===== config.mk =====
export PLATFORM = sky130hd
export DESIGN_NAME = debug_reply_tx
export DESIGN_NICKNAME = d
export VERILOG_FILES = /design/src/rtl/debug_reply_tx.sv
export SDC_FILE = /design/constraint.sdc
export NUM_CORES = 1
export LEC_CHECK = 0
export ABC_AREA = 1
export CAP_MARGIN = 20
export CORE_MARGIN = 2
export CORE_UTILIZATION = 58
export DETAILED_ROUTE_END_ITERATION = 8
export GPL_ROUTABILITY_DRIVEN = 0
export PLACE_DENSITY_LB_ADDON = 0.12
export SETUP_SLACK_MARGIN = 0.3
export SLEW_MARGIN = 20
export SYNTH_ARGS = -nofsm -noshare
export SYNTH_HDL_FRONTEND = slang
export SYNTH_SLANG_ARGS = --single-unit

===== constraint.sdc =====
create_clock -name MainCLK -period 2.5 [get_ports MainCLK]
set_clock_uncertainty 0.15 [all_clocks]
set_input_delay 0.375 -clock MainCLK [delete_from_list [all_inputs] [get_ports MainCLK]]
set_output_delay 0.375 -clock MainCLK [all_outputs]
set_load 0.005 [all_outputs]

===== src/rtl/debug_reply_tx.sv =====
// Serial reply transmitter for the debug command path: formats one short ASCII
// reply per request and shifts it out as back-to-back 8N1 frames on TX.
module debug_reply_tx #(
    parameter int CLK_FREQ = 50_000_000,
    parameter int BaudRate = 115200
) (
    input  logic       MainCLK,
    input  logic       RSTn,
    input  logic       Start,
    input  logic [1:0] Mode,
    input  logic [7:0] Data,
    output logic       Busy,
    output logic       Done,
    output logic       TX,
    output logic [1:0] dbg_state
);

    localparam int DIV = CLK_FREQ / BaudRate;
    localparam int CW  = (DIV >= 2) ? $clog2(DIV) : 1;
    localparam logic [CW-1:0] CNT_MAX = CW'(DIV - 1);
    localparam logic [CW-1:0] CNT_ONE = CW'(1);

    if (DIV < 2) begin : g_div_check
        $error("debug_reply_tx: CLK_FREQ/BaudRate must be at least 2");
    end

    // Request handshake: a request is taken on any rising edge with Start=1
    // while Busy=0; Start, Mode and Data are don't-care while Busy=1.
    typedef enum logic [1:0] {
        IDLE  = 2'd0,
        START = 2'd1,
        DATA  = 2'd2,
        STOP  = 2'd3
    } state_t;

    state_t          state;
    logic [CW-1:0]   baud_cnt;
    logic [2:0]      bit_idx;
    logic [2:0]      char_idx;
    logic [1:0]      mode_q;
    logic [7:0]      data_q;
    logic [7:0]      cur_char;
    logic [2:0]      last_idx;
    logic [2:0]      next_bit;
    logic            bit_end;

    function automatic logic [7:0] hex_ascii(input logic [3:0] n);
        logic [7:0] c;
        if (n < 4'd10) c = 8'h30 + {4'h0, n};
        else           c = 8'h41 + {4'h0, n} - 8'd10;
        return c;
    endfunction

    function automatic logic [7:0] msg_char(input logic [1:0] m, input logic [7:0] d,
                                            input logic [2:0] idx);
        logic [7:0] c;
        c = 8'h0A;
        case (m)
            2'b00: c = d;
            2'b01: begin
                case (idx)
                    3'd0:    c = hex_ascii(d[7:4]);
                    3'd1:    c = hex_ascii(d[3:0]);
                    3'd2:    c = 8'h0D;
                    default: c = 8'h0A;
                endcase
            end
            2'b10: begin
                case (idx)
                    3'd0:    c = 8'h45;
                    3'd1:    c = 8'h52;
                    3'd2:    c = 8'h52;
                    3'd3:    c = 8'h0D;
                    default: c = 8'h0A;
                endcase
            end
            default: c = (idx == 3'd0) ? 8'h0D : 8'h0A;
        endcase
        return c;
    endfunction

    // Message length comes from the latched mode only.
    always_comb begin
        last_idx = 3'd1;
        case (mode_q)
            2'b00:   last_idx = 3'd0;
            2'b01:   last_idx = 3'd3;
            2'b10:   last_idx = 3'd4;
            default: last_idx = 3'd1;
        endcase
        cur_char = msg_char(mode_q, data_q, char_idx);
        next_bit = bit_idx + 3'd1;
        bit_end  = (baud_cnt == CNT_MAX);
    end

    always_ff @(posedge MainCLK or negedge RSTn) begin
        if (!RSTn) begin
            state    <= IDLE;
            TX       <= 1'b1;
            Busy     <= 1'b0;
            Done     <= 1'b0;
            baud_cnt <= '0;
            bit_idx  <= 3'd0;
            char_idx <= 3'd0;
            mode_q   <= 2'b00;
            data_q   <= 8'h00;
        end else begin
            Done <= 1'b0;
            case (state)
                IDLE: begin
                    if (Start) begin
                        mode_q   <= Mode;
                        data_q   <= Data;
                        char_idx <= 3'd0;
                        bit_idx  <= 3'd0;
                        baud_cnt <= '0;
                        Busy     <= 1'b1;
                        TX       <= 1'b0;
                        state    <= START;
                    end
                end
                START: begin
                    if (bit_end) begin
                        baud_cnt <= '0;
                        bit_idx  <= 3'd0;
                        TX       <= cur_char[0];
                        state    <= DATA;
                    end else begin
                        baud_cnt <= baud_cnt + CNT_ONE;
                    end
                end
                DATA: begin
                    if (bit_end) begin
                        baud_cnt <= '0;
                        if (bit_idx == 3'd7) begin
                            bit_idx <= 3'd0;
                            TX      <= 1'b1;
                            state   <= STOP;
                        end else begin
                            bit_idx <= next_bit;
                            TX      <= cur_char[next_bit];
                        end
                    end else begin
                        baud_cnt <= baud_cnt + CNT_ONE;
                    end
                end
                STOP: begin
                    if (bit_end) begin
                        baud_cnt <= '0;
                        if (char_idx == last_idx) begin
                            char_idx <= 3'd0;
                            Busy     <= 1'b0;
                            Done     <= 1'b1;
                            state    <= IDLE;
                        end else begin
                            // Next start bit follows the stop bit with no gap.
                            char_idx <= char_idx + 3'd1;
                            TX       <= 1'b0;
                            state    <= START;
                        end
                    end else begin
                        baud_cnt <= baud_cnt + CNT_ONE;
                    end
                end
                default: state <= IDLE;
            endcase
        end
    end

    assign dbg_state = state;

endmodule


==> flow_summary.yaml <==
outcome:
  outcome: "finished clean"
placement:
  port_buffers: 17
  placed_cells: 354
  place_hpwl_um: 3360
clock_network:
  clk_path_buf_depth: 2
  cts_tree: "yes"
  clk-insertion-delay-late_ns: 0.33
  h-tree-depth: 2
  ctsHoldBuffers: 0
  numCtsBuffers: 5
  cts_root_buffer: "clkbuf_4"
  clk_pin_slew_worst_paths_ns: 0.11
  cts.sinks: 30
timing:
  tns_ns: 0
  rsz0062_at_grt: "yes"
  hold_ws_ns: 0.263
  hold_violations: 0
  min_period_ns: 2.03
  tightest_slew_ns: 0.509
  slew-limit-headroom: 0.660
  slew_violations: 0
  setup_viol: 0
  period_share: 0.812
  fmax_mhz: 493
drt:
  drt-initial-drc-count: 149
  ant_nets: 0
  viasPerCell: 5.28
  wl_um: 4430
  post_drt_wl_per_cell_um: 12.1
  num_vias: 1926
  firstDrtPassIters: 4
  drcViolationCount: 0
global_route:
  track_usage: 0.246
  grt_max_degree: 31
  grt_antenna_before_repair: 0
  grt_pass1_vias: 1807
  grt_pass1_wl_um: 8070
  grt_overflow: 0
hold_path:
  hold_path.class: "in -> async"
yosys:
  synth_edf_count: 0
  synth_cell_types: 29
  ys.flop_type: "dfrtp_1"
  synth_seq_cells: 30
  yosysWarnings: 0
  synth_area_sq_mm: 0.00211
  ys_seq_area_frac: 0.357
  synth_top_cell_area_share: 0.345
  async_flop_share: 1.00
  syn_inst: 292
  avgSynthCellArea_sq_um: 7.21
  synth_top_area_cell: "dfrtp_1"
  synthesis.nets: 320
  synthTopCellsByCount: "77 x nand2_1, 35 x inv_1, 30 x o21ai_0"
  synth.area.top_cells: "dfrtp_1 34%, nand2_1 14%, ha_1 8.9%"
  yosysMostFrequentCell: "nand2_1"
setup_path:
  r2r_slack_ns: 0.47
  cp-start-kind: "register"
  worstPathCellList: "inv_1 > ha_2 > inv_1 > nor2_4 > inv_1 > o21ai_1 > nor3_1 > o21ai_1 > o21ai_1"
  worstSetupPathType: "reg -> reg"
  crit_path_max_incr_delay_ns: 0.46
  crit_path_end_kind: "register"
  crit_fanout: 6
  worst-path-buf-inv: 3
  r2r-start: "dbg_state[0]$_DFFE_PN0P_"
  cp.arrival_ns: 2.15
  worstRegToRegCells: 9
  critPathTopFamily: "flip-flops"
  cpMaxStageDelayCell: "dfrtp_1"
  r2r_end: "dbg_state[0]$_DFFE_PN0P_"
  required_ns: 2.62
floorplanning:
  initial_core_util: 0.616
  ios: 18
  rows: 21
  die_w_um: 64.3
  die_h_um: 64.3
  core-area_sq_mm: 0.00342
  dieArea_sq_mm: 0.00413
finish:
  area_growth_pct: 15.7
  fin_nets: 346
  final_layout_size_suffix_gt1_frac: 0.132
  diodes: 0
  final_cell_count_no_fill: 365
  fillers: 293
pwr:
  power.density_mw_per_mm2: 357
  power.leakage_nw: 1.18
  ir_drop_uv: 424
run:
  drv_cap: 0
-- stage by stage --
stage	power, mW	utilization	setup WS, ns	instance area (sq um)
4_1_cts	0.870	0.701	0.412	2400
3_5_place_dp	0.565	0.683	0.305	2330
2_1_floorplan	0.529	-	0.653	2110
5_1_grt	0.908	0.714	0.211	2440
3_3_place_gp	0.564	0.683	0.324	2330
6_report	0.871	0.714	0.470	2440
-- placed cells by master (no fill, tap or decap), drive strengths merged --
| cell | instances |
|---|---|
| o22ai | 6 |
| nand3 | 22 |
| a211oi | 1 |
| inv | 42 |
| nor3b | 1 |
| nor2 | 28 |
| o31ai | 3 |
| ha | 15 |
| nand3b | 1 |
| clkinv | 1 |
| nand4 | 1 |
| dfstp | 1 |
| clkbuf | 7 |
| buf | 4 |
| clkdlybuf4s50 | 17 |
| nor3 | 6 |
| o21ai | 37 |
| xor2 | 5 |
| a21oi | 10 |
| xnor2 | 2 |
| dfrtp | 29 |
| nand2 | 79 |
| a31oi | 1 |
-- worst max path at each step --
| stage | startpoint | end | cells after the start | slack [ns] |
|---|---|---|---|---|
| global placement | dbg_state[0]$_DFFE_PN0P_ | bit_idx[2]$_DFFE_PN0P_ | 10 | 0.32 |
| finish | dbg_state[0]$_DFFE_PN0P_ | dbg_state[0]$_DFFE_PN0P_ | 9 | 0.47 |
| global route | char_idx[0]$_DFFE_PN0P_ | TX$_DFFE_PN1P_ | 17 | 0.21 |
| CTS | dbg_state[0]$_DFFE_PN0P_ | bit_idx[2]$_DFFE_PN0P_ | 10 | 0.41 |
| detailed placement | dbg_state[0]$_DFFE_PN0P_ | bit_idx[2]$_DFFE_PN0P_ | 10 | 0.30 |
| floorplan | char_idx[0]$_DFFE_PN0P_ | TX$_DFFE_PN1P_ | 17 | 0.65 |
-- kinds of logic (layout without fill, tap and decap cells) --
logic type	after synthesis	after routing	share of synthesized area
and+or+nand+nor	138	138	0.290
adders and majority gates	15	15	0.0891
buffers and inverters	44	71	0.0784
AOI/OAI and AO/OA	58	58	0.156
xor gates and xnor gates	7	7	0.0291
DFF	30	30	0.357
-- timing repair --
action                     4_1_cts  5_1_grt
pin swaps                        0        5
setup buffers                    0        3
hold endpoints to repair         0        0
gates resized for setup          1        9
setup endpoints to repair        3        7
-- sequential cells by signal, indices dropped and copies added, names as in the netlist --
register and cells:
Busy 1, bit_idx 3, data_q 8, char_idx 3, mode_q 2, TX 1, Done 1, baud_cnt 9
dbg_state 2
-- power by group --
group	internal, mW	switching, mW	total (mW)
Sequential	0.487	0.00371	0.491
Clock	0.136	0.174	0.310
Combinational	0.0333	0.0365	0.0698
Total	0.657	0.214	0.871
-- worst reg2reg max path: cells and delay by family, from the launching register on --
kind                     cells  cell delay (ns)
adder cells (fa/ha/maj)      1             0.24
AO/OA/AOI/OAI                3             0.34
flip-flops                   1             0.46
buffers and inverters        3             0.40
AND/OR/NAND/NOR              2             0.36
-- layout make-up --
cell class,count,area (sq um),area share
clock buffer,7,55.1,0.0226
sequential,30,752,0.309
tap,46,57.6,0.0236
clock inverter,1,5.00,0.00205
multi-input combinational,218,1210,0.495
inverter,42,160,0.0657
timing repair buffer,21,200,0.0821
-- metal layers --
layer  vias up  GRT usage  part of all wire
met5         -          0                 0
met4         0     0.0612             0.012
met3         6     0.0511             0.056
met2        59      0.380              0.43
met1       858      0.353              0.50
li1       1003          -                 -
(Power assumes the default switching activity.)
